File: src/rtl/shift_chain_if.sv
// Command/data bundle for the shift chain: the producer side drives strobes
// and command fields, the chain drives the handshake response and data.
interface shift_chain_if #(
  parameter int WIDTH = 32,
  parameter int CNT_W = 6
);
  logic             clr;
  logic             load;
  logic [WIDTH-1:0] load_data;
  logic             cmd_valid;
  logic             cmd_ready;
  logic             cmd_dir;
  logic [1:0]       cmd_mode;
  logic             cmd_fill;
  logic [CNT_W-1:0] cmd_count;
  logic [WIDTH-1:0] data_out;
  logic             busy;
  logic             done;

  // Producer / test side
  modport master (
    output clr, load, load_data, cmd_valid, cmd_dir, cmd_mode, cmd_fill, cmd_count,
    input  cmd_ready, data_out, busy, done
  );

  // Shift chain side
  modport slave (
    input  clr, load, load_data, cmd_valid, cmd_dir, cmd_mode, cmd_fill, cmd_count,
    output cmd_ready, data_out, busy, done
  );
endinterface

File: src/rtl/shift_chain_seq.sv
// Registered WIDTH-bit shift/rotate chain. A command moves the chain one bit
// position per clock for cmd_count steps, then pulses done for one cycle.
// Priority per edge: clr > load > command accept > shift step.
module shift_chain_seq #(
  parameter int WIDTH = 32,
  parameter int CNT_W = 6
) (
  input logic           clk,
  input logic           rst_n,
  shift_chain_if.slave  bus
);

  typedef enum logic {IDLE = 1'b0, SHIFT = 1'b1} state_t;

  state_t           state_reg, state_next;
  logic [WIDTH-1:0] chain_reg, chain_next;
  logic [CNT_W-1:0] remaining_reg, remaining_next;
  logic             dir_reg, dir_next;
  logic [1:0]       mode_reg, mode_next;
  logic             fill_reg, fill_next;
  logic             done_reg, done_next;

  logic             step_bit;
  logic [WIDTH-1:0] stepped;

  // Bit entering the vacated end for one step of the latched command
  always_comb begin
    step_bit = 1'b0;
    case (mode_reg)
      2'b00: step_bit = 1'b0;
      2'b01: step_bit = fill_reg;
      2'b10: step_bit = dir_reg ? chain_reg[0] : chain_reg[WIDTH-1];
      2'b11: step_bit = dir_reg ? chain_reg[WIDTH-1] : 1'b0;
      default: step_bit = 1'b0;
    endcase
  end

  // One-position move of the chain in the latched direction
  always_comb begin
    if (dir_reg) stepped = {step_bit, chain_reg[WIDTH-1:1]};
    else         stepped = {chain_reg[WIDTH-2:0], step_bit};
  end

  // Next-state logic: clear, load, command accept and stepping
  always_comb begin
    state_next     = state_reg;
    chain_next     = chain_reg;
    remaining_next = remaining_reg;
    dir_next       = dir_reg;
    mode_next      = mode_reg;
    fill_next      = fill_reg;
    done_next      = 1'b0;
    if (bus.clr) begin
      chain_next     = '0;
      state_next     = IDLE;
      remaining_next = '0;
    end else if (state_reg == IDLE) begin
      if (bus.load) begin
        chain_next = bus.load_data;
      end else if (bus.cmd_valid) begin
        dir_next  = bus.cmd_dir;
        mode_next = bus.cmd_mode;
        fill_next = bus.cmd_fill;
        if (bus.cmd_count == '0) begin
          // Zero-step command completes immediately with the chain untouched
          done_next = 1'b1;
        end else begin
          state_next     = SHIFT;
          remaining_next = bus.cmd_count;
        end
      end
    end else begin
      chain_next     = stepped;
      remaining_next = remaining_reg - CNT_W'(1);
      if (remaining_reg == CNT_W'(1)) begin
        state_next = IDLE;
        done_next  = 1'b1;
      end
    end
  end

  // State and datapath registers; rst_n is the only asynchronous path
  always_ff @(posedge clk or negedge rst_n) begin
    if (!rst_n) begin
      state_reg     <= IDLE;
      chain_reg     <= '0;
      remaining_reg <= '0;
      dir_reg       <= 1'b0;
      mode_reg      <= 2'b00;
      fill_reg      <= 1'b0;
      done_reg      <= 1'b0;
    end else begin
      state_reg     <= state_next;
      chain_reg     <= chain_next;
      remaining_reg <= remaining_next;
      dir_reg       <= dir_next;
      mode_reg      <= mode_next;
      fill_reg      <= fill_next;
      done_reg      <= done_next;
    end
  end

  assign bus.cmd_ready = (state_reg == IDLE) & ~bus.clr;
  assign bus.busy      = (state_reg == SHIFT);
  assign bus.done      = done_reg;
  assign bus.data_out  = chain_reg;

endmodule

File: src/flat_wrapper.sv
// flat-port wrapper written by rule: the top's interface ports become plain ports
module shift_chain_seq_flat 
#(
  parameter int WIDTH = 32,
  parameter int CNT_W = 6
)
  (clk, rst_n, bus_clr, bus_load, bus_load_data, bus_cmd_valid, bus_cmd_dir, bus_cmd_mode, bus_cmd_fill, bus_cmd_count, bus_cmd_ready, bus_data_out, bus_busy, bus_done);
  shift_chain_if #(.WIDTH(WIDTH), .CNT_W(CNT_W)) bus_i ();
  input logic clk;
  input logic rst_n;
  input wire logic [$bits(bus_i.clr)-1:0] bus_clr;
  input wire logic [$bits(bus_i.load)-1:0] bus_load;
  input wire logic [$bits(bus_i.load_data)-1:0] bus_load_data;
  input wire logic [$bits(bus_i.cmd_valid)-1:0] bus_cmd_valid;
  input wire logic [$bits(bus_i.cmd_dir)-1:0] bus_cmd_dir;
  input wire logic [$bits(bus_i.cmd_mode)-1:0] bus_cmd_mode;
  input wire logic [$bits(bus_i.cmd_fill)-1:0] bus_cmd_fill;
  input wire logic [$bits(bus_i.cmd_count)-1:0] bus_cmd_count;
  output wire logic [$bits(bus_i.cmd_ready)-1:0] bus_cmd_ready;
  output wire logic [$bits(bus_i.data_out)-1:0] bus_data_out;
  output wire logic [$bits(bus_i.busy)-1:0] bus_busy;
  output wire logic [$bits(bus_i.done)-1:0] bus_done;
  assign bus_i.clr = bus_clr;
  assign bus_i.load = bus_load;
  assign bus_i.load_data = bus_load_data;
  assign bus_i.cmd_valid = bus_cmd_valid;
  assign bus_i.cmd_dir = bus_cmd_dir;
  assign bus_i.cmd_mode = bus_cmd_mode;
  assign bus_i.cmd_fill = bus_cmd_fill;
  assign bus_i.cmd_count = bus_cmd_count;
  assign bus_cmd_ready = bus_i.cmd_ready;
  assign bus_data_out = bus_i.data_out;
  assign bus_busy = bus_i.busy;
  assign bus_done = bus_i.done;
  shift_chain_seq #(.WIDTH(WIDTH), .CNT_W(CNT_W)) u_core (.clk(clk), .rst_n(rst_n), .bus(bus_i));
endmodule
File: config.mk
export PLATFORM = sky130hd
export DESIGN_NAME = shift_chain_seq_flat
export DESIGN_NICKNAME = d
export VERILOG_FILES = /design/src/rtl/shift_chain_if.sv /design/src/rtl/shift_chain_seq.sv /design/src/flat_wrapper.sv
export SDC_FILE = /design/constraint.sdc
export NUM_CORES = 1
export LEC_CHECK = 0
export CORE_ASPECT_RATIO = 1.2
export CORE_MARGIN = 3
export CORE_UTILIZATION = 42
export CTS_CLUSTER_DIAMETER = 30
export DETAILED_ROUTE_END_ITERATION = 6
export MAX_ROUTING_LAYER = met4
export PLACE_DENSITY = 0.73
export SLEW_MARGIN = 20
export SYNTH_ARGS = -nofsm -noshare
export SYNTH_HDL_FRONTEND = slang
export SYNTH_SLANG_ARGS = --single-unit
File: constraint.sdc
create_clock -name clk -period 4.4 [get_ports clk]
set_input_delay 1.1 -clock clk [delete_from_list [all_inputs] [get_ports clk]]
set_output_delay 1.1 -clock clk [all_outputs]
set_load 0.03 [all_outputs]
## Word-level counts from Yosys, hierarchy flattened

Index checks and enable logic that the tools add are counted.

- Equal/unequal tests: 6
- $add $sub $neg: 1
- Reductions and logical operators: 6
- Bitwise gates (word level): 4
- Muxes and demuxes: 24

Operators with widths:

| cell | number |
|---|---|
| $mux W32 | 4 |
| $mux W6 | 5 |
| $mux W1 | 14 |
| $eq A6 B1 Y1 const B | 1 |
| $logic_not A6 Y1 | 1 |
| $ne A3 B2 Y1 const B | 2 |
| $reduce_bool A3 Y1 | 2 |
| $sub A6 B1 Y6 const B | 1 |
| $eq A2 B2 Y1 const B | 2 |
| $pmux W1 S4 | 1 |
| $reduce_and A4 Y1 | 1 |
| $not A1 Y1 | 3 |
| $reduce_and A3 Y1 | 1 |
| $eq A2 B1 Y1 const B | 1 |
| $logic_not A2 Y1 | 1 |
| $and A1 B1 Y1 | 1 |

- Output and inout port bits: 35
- Word-level logic and storage cells: 48
- Bits in registers: 44
- Input port bits: 47

## Longest topological paths before layout

Gate-level depths: netlist (run 1).

- Depth in word-level cells: 6
- Depth in mapped cells: 6
- Depth with buffers taken out: 6

## Worst setup path after synthesis (run 1)

No wires, ideal clock.

- Path kind: in2out
- From: in bus_clr
- To: out bus_cmd_ready
- Path buffers: 1
- Cell stages on the path: 2
- Data arrival time: 1.775 ns
- Required time: 3.300 ns
- Setup slack: 1.525 ns
- Cell sequence: buf_2 > nor2_1

- Word-level cells in the longest chain between the ends: 2

Ends and longest elaborated chain:

| element | line | text |
|---|---|---|
| start: declaration | flat_wrapper.sv:11 | `input wire logic [$bits(bus_i.clr)-1:0] bus_clr;` |
| $not A1 Y1 (no line) | -- |  |
| $and A1 B1 Y1 | shift_chain_seq.sv:103 | `assign bus.cmd_ready = (state_reg == IDLE) & ~bus.clr;` |
| end: declaration | flat_wrapper.sv:19 | `output wire logic [$bits(bus_i.cmd_ready)-1:0] bus_cmd_ready;` |

No other way between the ends.

## Worst setup path after layout (run 1)

Same ends and word-level chain as after synthesis.

==> results.ini, run 1 <==
[worst_setup_path]
cp_data_required_time_ns=3.30
cp_slowest_stage_delay_ns=0.46
slowest_stage=clkdlybuf4s50_1
worst_r2r_path_depth=5
crit_buf_inv=2
criticalPathCategory=primary input to output pin
crit_chain=clkdlybuf4s50_1 -> nor2_1 -> buf_4
cp-start-kind=primary input
r2r-start=u_core.bus.busy$_DFF_PN0_
endpoint_kind=output pin
critPathArrivalTime_ns=2.03
rr_endpoint=u_core.remaining_reg[5]$_DFFE_PN0P_
r2r_slack_ns=2.37
crit_fanout=2
path_delay_family=buffers and inverters

[cells_and_area]
drive_gt1_frac=0.0738
fin_cells=407
nNetsFinal=373
final_area_um2=3580
fillers=565
largest_register_ffs=32
diodes=0
fin_util=0.587
area_delta_synth_final_pct=34.0

[clocking]
cts_made_buffers=5
cts_setup_buffers=0
clkLatencyLatePin_ns=0.29
root_buffer=clkbuf_8
h-tree-depth=2
clock_sinks=44
cts.path.max_buffers=2
cts_hold_buf=0
ctsResizeCount=0
cts_tree=built
path_clk_slew_ns=0.08

[placed_design]
port_buffers=81
gp_congestion=0.814
dp.cells=399
postPlaceCellArea_um2=3480
dp_hpwl_um=4380

[timing]
worst_slew_pin_slew_ns=0.926
fmax_mhz=320
fin_skew_ns=0.00526
hold_violations=0
final.period_utilization=0.711
tns_ns=0
final-max-slew-violation-count=0
period_minus_slack_ns=3.13
grt_setup_unrepaired=no
final-setup-viol-count=0
maxSlewHeadroom=0.383

[drt]
drtIter0Drc=98
drt-total-wl_um=6370
drtAntennaViolNets=0
firstDrtPassIters=4
viasPerCell=5.51
drcViolationCount=0
wl_per_cell_um=15.6
vias=2241

[synthesis]
synth_compound_area_frac=0.241
synth.avg_cell_area_um2=10.4
synth-async-reset-ratio=1.00
synth_most_common_cell=a211oi_1
synth_cell_types=36
synthTopCellsByArea=dfrtp_1 41%, a211oi_1 17%, mux2i_1 13%, nor2b_1 7.3%, mux2_1 2.5%
synth-main-ff-cell=dfrtp_1
synthAdderAreaFrac=0.00938
synth_simple_gate_area_frac=0.128
yosysSeqAreaShare=0.413
synth_commonest_cells=61 x a211oi_1, 44 x dfrtp_1, 34 x mux2i_1, 31 x nor2b_1, 11 x buf_2
synthXorXnorAreaFrac=0.00985
synth_top_family_by_area=compound AO/OA/AOI/OAI gates
synth_seq_cells=44
synth_edf_count=0
synth_area_leader_cell=dfrtp_1
netlist_area_um2=2670
yosys_warnings=0
syn_nets=306
synth.area.mux_share=0.153
synth_top_area_frac=0.413
postSynthCellCount=257

[run_status]
status=complete, no violations

[die]
die_area_um2=7350
die_y_um=93.3
rows=31
start_util=0.438
die_w_um=78.8
ios=82
core_um2=6090

[global_route]
antenna_found_initial=0
grt_use_total=0.187
grt_overflow=0
grt_max_degree=83
grt_pass1_wl_um=10900
grt_pass1_vias=2259

[run]
maxCapViolCount=0

[hold_path]
hold_depth=2
hp-class=flip-flop to flip-flop
hp-start=u_core.remaining_reg[4]$_DFFE_PN0P_
min_to=u_core.remaining_reg[4]$_DFFE_PN0P_

[pwr]
ir_drop_mv=0.159
power.total_uw=1190
p_per_area_nw_per_um2=334
p_leak_uw=0.00140

[how the worst max path moves through the flow]
stage          startpoint            end  slack (ns)  depth (start not counted)
2_1_floorplan     bus_clr  bus_cmd_ready        1.52                          2
3_3_place_gp      bus_clr  bus_cmd_ready        1.26                          3
3_5_place_dp      bus_clr  bus_cmd_ready        1.27                          3
4_1_cts           bus_clr  bus_cmd_ready        1.26                          3
5_1_grt           bus_clr  bus_cmd_ready        1.25                          3
6_report          bus_clr  bus_cmd_ready        1.27                          3
[power by group]
| part | internal (µW) | switching [µW] |
|---|---|---|
| clock network | 128 | 135 |
| registers | 450 | 83.0 |
| logic | 206 | 192 |
[layout by cell type (no fill, tap or decap), types with 2 or more instances in the layout]
master / n
o22ai_1: 2
nand2b_1: 2
nor2b_1: 31
clkbuf_8: 6
a211oi_1: 61
clkdlybuf4s50_1: 78
clkbuf_1: 2
dfrtp_2: 2
nor3_2: 2
or4_4: 2
ha_1: 2
mux2_1: 6
o21ai_0: 2
nand2_1: 9
dfrtp_1: 42
xnor2_1: 2
buf_4: 5
inv_1: 3
o21ai_1: 6
a21oi_1: 6
mux2i_1: 34
nor2_1: 3
nor3_1: 2
[final cells by class]
type                            count  area (µm²)  area share
Multi-Input combinational cell    185        1440       0.403
Sequential cell                    44        1100       0.309
Tap cell                           82         103      0.0287
Clock buffer                        8        90.1      0.0252
Timing Repair Buffer               84         823       0.230
Inverter                            4        15.0     0.00420
[kinds of logic (layout without fill, tap and decap cells)]
logic type / after synthesis / after routing
AOI/OAI and AO/OA: 84 / 84
xor gates and xnor gates: 3 / 3
adders and majority gates: 2 / 2
buffers and inverters: 28 / 96
DFF: 44 / 44
muxes: 40 / 40
and+or+nand+nor: 56 / 56
[through the flow]
step                      hold WS (ns)  setup WS [ns]
after global routing             0.565           1.25
after global placement           0.479           1.26
after floorplan                  0.463           1.52
after CTS                        0.530           1.26
after detailed placement         0.513           1.27
final                            0.530           1.27
[worst register-to-register path: stages, from the launching register on]
cell      delay, ns
dfrtp_2        0.38
buf_4          0.63
or3_1          0.28
o221ai_4       0.16
or3b_1         0.43
o211ai_2       0.07
[layer usage]
metal,track usage,wire length (µm),vias up,part of all wire
met4,0.0481,77,0,0.012
met5,-,0,-,0
met1,0.231,2780,1093,0.44
met2,0.316,3270,43,0.51
li1,-,-,1099,-
met3,0.0366,243,6,0.038
Note: power is estimated with default switching activity, not from simulation.
==> run 2: changes to the inputs <==
--- a/config.mk
+++ b/config.mk
@@ -11,7 +11,7 @@
 export CTS_CLUSTER_DIAMETER = 30
 export DETAILED_ROUTE_END_ITERATION = 6
 export MAX_ROUTING_LAYER = met4
-export PLACE_DENSITY = 0.73
+export PLACE_DENSITY = 0.76
 export SLEW_MARGIN = 20
 export SYNTH_ARGS = -nofsm -noshare
 export SYNTH_HDL_FRONTEND = slang
==> constraint.sdc (replaced) <==
create_clock -name clk -period 2.8 [get_ports clk]
set_input_delay 0.7 -clock clk [delete_from_list [all_inputs] [get_ports clk]]
set_output_delay 0.7 -clock clk [all_outputs]
set_load 0.03 [all_outputs]
==> run 2 against run 1 <==
  * Die area unchanged
  * Sequential share of layout area decreased by 0.13 points
  * Final area up 0.42%
  * Clock skew about the same
  * Critical path depth down 2
  * Clock-buffer cell count down 2
  * Highest routed layer unchanged
  * Via count rose by 0.49%
  * Sequential power grew 59%
  * Clock power rose by 58%
  * Combinational power rose by 57%
  * Worst hold slack worse by 0.068 ns
==> results.ini, run 2 (synthesis gave the netlist of run 1 again) <==
[clocking]
cts_made_buffers=5  ; unchanged
cts_hold_buf=0  ; unchanged
h-tree-depth=2  ; unchanged
cts_setup_buffers=0  ; unchanged
clkLatencyLatePin_ns=0.29  ; about the same
path_clk_slew_ns=0.08  ; about the same
cts_tree=built
ctsResizeCount=0  ; unchanged
clock_sinks=44  ; unchanged
cts.path.max_buffers=2  ; unchanged
root_buffer=clkbuf_8

[timing]
period_minus_slack_ns=2.34
final-setup-viol-count=0  ; unchanged
maxSlewHeadroom=0.383  ; about the same
worst_slew_pin_slew_ns=0.926  ; -0.000503 ns
tns_ns=0  ; unchanged
final.period_utilization=0.836
fmax_mhz=427
hold_violations=0  ; unchanged
fin_skew_ns=0.00481  ; -0.000451 ns
final-max-slew-violation-count=0  ; unchanged
grt_setup_unrepaired=no

[cells_and_area]
fin_cells=409  ; +0.49%
layout_common_cells=78 x clkdlybuf4s50_1, 61 x a211oi_1, 42 x dfrtp_1, 34 x mux2i_1, 31 x nor2b_1
final_common_cell=clkdlybuf4s50_1
nNetsFinal=375  ; +0.54%
diodes=0  ; unchanged
area_delta_synth_final_pct=34.6
largest_register_ffs=32  ; unchanged
fillers=558  ; -1.2%
drive_gt1_frac=0.0856  ; +0.0118

[pwr]
p_per_area_nw_per_um2=526  ; +57%
p_leak_uw=0.00142  ; +1.0%
power.total_uw=1890  ; +58%
ir_drop_mv=0.217  ; +36%

[placed_design]
dp.cells=401  ; +0.50%
gp_congestion=0.857  ; +5.3%
dp_hpwl_um=4710  ; +7.3%
port_buffers=81  ; unchanged

[worst_setup_path]
crit_end=bus_busy
crit_buf_inv=1  ; -1
critPathArrivalTime_ns=1.64  ; -0.39 ns
cp_data_required_time_ns=2.10  ; -1.20 ns
cp-start-kind=flip-flop
path_depth=1  ; -2
endpoint_kind=output pin
criticalPathCategory=flip-flop to output pin
slowest_stage=clkdlybuf4s50_1
r2r-start=u_core.bus.busy$_DFF_PN0_
crit_fanout=20  ; +18
worst_r2r_path_depth=3  ; -2
crit_chain=clkdlybuf4s50_1
cp_slowest_stage_delay_ns=0.75  ; +0.29 ns
cp-startpoint=u_core.bus.busy$_DFF_PN0_
path_delay_family=buffers and inverters
r2r_slack_ns=0.91  ; -1.46 ns
rr_endpoint=u_core.dir_reg$_DFFE_PN0P_

[global_route]
grt_use_total=0.195  ; +0.00768
grt_max_degree=66  ; -20%
grt_pass1_wl_um=11300  ; +3.2%
grt_overflow=0  ; unchanged
grt_pass1_vias=2240  ; -0.84%
antenna_found_initial=0  ; unchanged

[die]
die_w_um=78.8  ; unchanged
start_util=0.438  ; unchanged
die_area_um2=7350  ; unchanged
ios=82  ; unchanged
die_y_um=93.3  ; unchanged
core_um2=6090  ; unchanged
rows=31  ; unchanged

[drt]
vias=2252  ; +0.49%
drcViolationCount=0  ; unchanged
viasPerCell=5.51  ; about the same
wl_per_cell_um=16.4  ; +4.5%
firstDrtPassIters=4  ; unchanged
drtIter0Drc=137  ; +40%
drtAntennaViolNets=0  ; unchanged
drt-total-wl_um=6690  ; +5.0%

[run_status]
status=complete, no violations

[hold_path]
hp-class=primary input to asynchronous set/reset pin

[run]
maxCapViolCount=0  ; unchanged

run 2: how the worst min path moves through the flow:
stage / endpoint / cells past startpoint
2_1_floorplan: u_core.bus.busy$_DFF_PN0_ / 0
3_3_place_gp: u_core.remaining_reg[4]$_DFFE_PN0P_ / 2
3_5_place_dp: u_core.remaining_reg[4]$_DFFE_PN0P_ / 2
4_1_cts: u_core.remaining_reg[5]$_DFFE_PN0P_ / 1
5_1_grt: u_core.remaining_reg[5]$_DFFE_PN0P_ / 1
6_report: u_core.remaining_reg[5]$_DFFE_PN0P_ / 1
run 2: stage by stage:
stage	worst slack, ns	utilization	area, µm²	hold slack, ns
after floorplan	0.725	-	2670	0.404
after global placement	0.475	0.574	3500	0.478
after detailed placement	0.404	0.574	3500	0.486
after CTS	0.456	0.590	3590	0.495
after global routing	0.382	0.590	3590	0.526
final	0.458	0.590	3590	0.462
run 2: power by group:
group	total [µW]	leakage [µW]	internal, µW	switching [µW]
sequential	845	0.000573	707	138
clock	418	0.0000510	197	221
combinational	625	0.000794	325	300
run 2: routing by layer:
| metal | track usage | part of all wire | vias to the layer above |
|---|---|---|---|
| li1 | - | - | 1097 |
| met4 | 0.0539 | 0.013 | 0 |
| met2 | 0.299 | 0.48 | 58 |
| met1 | 0.266 | 0.46 | 1090 |
| met5 | - | 0 | - |
| met3 | 0.0356 | 0.043 | 7 |
run 2: area by class of cell:
class	instances	area, µm²	area share
clock inverters	2	10.0	0.00279
well taps	82	103	0.0286
clock buffers	6	82.6	0.0230
flip-flops and latches	44	1100	0.307
multi-input cells	185	1440	0.401
repair buffers	86	836	0.233
inverters	4	15.0	0.00418
==> run 3: changes to the inputs <==
--- a/config.mk
+++ b/config.mk
@@ -11,7 +11,7 @@
 export CTS_CLUSTER_DIAMETER = 30
 export DETAILED_ROUTE_END_ITERATION = 6
 export MAX_ROUTING_LAYER = met4
-export PLACE_DENSITY = 0.76
+export PLACE_DENSITY = 0.73
 export SLEW_MARGIN = 20
 export SYNTH_ARGS = -nofsm -noshare
 export SYNTH_HDL_FRONTEND = slang
==> constraint.sdc (replaced) <==
create_clock -name clk -period 2.4 [get_ports clk]
set_input_delay 0.6 -clock clk [delete_from_list [all_inputs] [get_ports clk]]
set_output_delay 0.6 -clock clk [all_outputs]
set_load 0.03 [all_outputs]
==> run 3 against run 2 <==
  * Cell count grew 0.24%
  * Clock power grew 13%
  * Register-to-register slack lost 0.24 ns
  * Final area increased by 0.52%
  * Clock-buffer cell count is 1 higher
  * Core utilization up 0.31 points
  * Clock skew grew 0.0033 ns
  * Worst setup slack lost 0.33 ns
  * Combinational power is 17% higher
  * Sequential cell count stayed put
  * Global-route usage is 0.35 points lower
  * Critical path depth increased by 2
  * Critical path type is now primary input to output pin
  * Critical endpoint is now bus_cmd_ready
  * Highest routed layer unchanged
==> results.ini, run 3 (synthesis gave the netlist of run 1 again) <==
[worst_setup_path]
slowest_stage=clkdlybuf4s50_1
criticalPathCategory=primary input to output pin
r2r-start=u_core.bus.busy$_DFF_PN0_
r2r_slack_ns=0.67  ; -0.24 ns
endpoint_kind=output pin
cp_data_required_time_ns=1.80  ; -0.30 ns
cp_slowest_stage_delay_ns=0.55  ; -0.20 ns
path_delay_family=buffers and inverters
crit_fanout=4  ; -80%
rr_endpoint=u_core.bus.data_out[25]$_DFFE_PN0P_
worst_r2r_path_depth=4  ; +1
critPathArrivalTime_ns=1.67  ; +0.03 ns
crit_chain=clkdlybuf4s50_1 -> nor2_1 -> buf_4
cp-start-kind=primary input
crit_buf_inv=2  ; +1

[clocking]
cts.path.max_buffers=2  ; unchanged
cts_tree=built
cts_made_buffers=5  ; unchanged
clock_sinks=44  ; unchanged
cts_setup_buffers=0  ; unchanged
cts_hold_buf=0  ; unchanged
clkLatencyLatePin_ns=0.29  ; about the same
h-tree-depth=2  ; unchanged
ctsResizeCount=0  ; unchanged
root_buffer=clkbuf_8
path_clk_slew_ns=0.09  ; about the same

[drt]
drtIter0Drc=61  ; -55%
drtAntennaViolNets=0  ; unchanged
firstDrtPassIters=5  ; +1
vias=2222  ; -1.3%
wl_per_cell_um=15.7  ; -4.3%
viasPerCell=5.42  ; -1.6%
drt-total-wl_um=6420  ; -4.0%
drcViolationCount=0  ; unchanged

[timing]
tns_ns=0  ; unchanged
worst_slew_pin_slew_ns=0.928  ; +0.00215 ns
final-max-slew-violation-count=0  ; unchanged
fmax_mhz=440
period_minus_slack_ns=2.27
maxSlewHeadroom=0.382  ; -0.00143
final-setup-viol-count=0  ; unchanged
fin_ws_ns=0.127  ; -0.332 ns
grt_setup_unrepaired=no
final.period_utilization=0.947
hold_violations=0  ; unchanged
whs_ns=0.337  ; -0.124 ns
fin_skew_ns=0.00808  ; +0.00327 ns

[placed_design]
place_worst_setup_slack_ns=0.123  ; -0.281 ns
gp_congestion=0.853  ; -0.42%
dp_hpwl_um=4690  ; -0.40%
port_buffers=81  ; unchanged
dp.cells=402  ; +0.25%

[die]
die_area_um2=7350  ; unchanged
core_um2=6090  ; unchanged
rows=31  ; unchanged
die_y_um=93.3  ; unchanged
die_w_um=78.8  ; unchanged
ios=82  ; unchanged
start_util=0.438  ; unchanged

[pwr]
p_per_area_nw_per_um2=607  ; +15%
clockPowerShare=0.217  ; -0.005
ir_drop_mv=0.277  ; +28%
internal_power_uw=1440  ; +17%
p_leak_uw=0.00142  ; +0.35%
swShare=0.342  ; -0.00699
power.switching_uw=749  ; +14%
p_seq_frac=0.448  ; about the same
p_comb_frac=0.335  ; +0.004

[global_route]
grt_pass1_wl_um=10900  ; -2.9%
antenna_found_initial=0  ; unchanged
grt_overflow=0  ; unchanged
grt_pass1_vias=2201  ; -1.7%
grt_max_degree=46  ; -30%
grt_use_total=0.192  ; -0.00350

[cells_and_area]
final_common_cell=clkdlybuf4s50_1
diodes=0  ; unchanged
nNetsFinal=376  ; +0.27%
drive_gt1_frac=0.0884  ; +0.00279
fin_util=0.593  ; +0.00308
area_delta_synth_final_pct=35.3
largest_register_ffs=32  ; unchanged
fin_cells=410  ; +0.24%
layout_common_cells=77 x clkdlybuf4s50_1, 61 x a211oi_1, 42 x dfrtp_1, 34 x mux2i_1, 31 x nor2b_1

[hold_path]
hp-class=primary input to asynchronous set/reset pin

[run_status]
status=complete, no violations

[run]
maxCapViolCount=0  ; unchanged

## run 3: cell count changes in the layout (fill, tap and decap cells not counted), sizes merged
cell / change
clkinvlp: +1
buf: +2
clkinv: -2
clkdlybuf4s50: -1
clkbuf: +1
## run 3: how the worst max path moves through the flow
stage,to,slack [ns],startpoint,cells after the start
6_report,bus_cmd_ready,0.13,bus_clr,3
5_1_grt,bus_cmd_ready,0.07,bus_clr,3
4_1_cts,bus_cmd_ready,0.12,bus_clr,3
3_5_place_dp,bus_cmd_ready,0.12,bus_clr,3
3_3_place_gp,bus_cmd_ready,0.17,bus_clr,3
2_1_floorplan,bus_cmd_ready,0.52,bus_clr,2
## run 3: power groups by stage
stage          clock [µW]  sequential [µW]  combinational (µW)
2_1_floorplan           0             1020                 426
4_1_cts               495              983                 745
3_3_place_gp            0              997                 729
5_1_grt               530             1000                 800
6_report              474              981                 734
3_5_place_dp            0              996                 742
## run 3: layout make-up
class,instances,area [µm²]
Tap cell,82,103
Clock inverter,1,7.51
Multi-Input combinational cell,185,1440
Clock buffer,7,86.3
Timing Repair Buffer,87,853
Fill cell,569,2480
Inverter,4,15.0
Sequential cell,44,1100
## run 3: through the flow
step	area [µm²]	power, µW
2_1_floorplan	2670	1440
3_3_place_gp	3520	1730
3_5_place_dp	3520	1740
4_1_cts	3610	2220
5_1_grt	3610	2330
6_report	3610	2190
## run 3: per-layer routing
| metal | routed length [µm] | global-route usage | vias to the layer above |
|---|---|---|---|
| met3 | 192 | 0.0347 | 2 |
| met5 | 0 | - | - |
| met1 | 2790 | 0.245 | 1078 |
| met2 | 3400 | 0.319 | 44 |
| met4 | 34 | 0.0394 | 0 |
| li1 | - | - | 1098 |
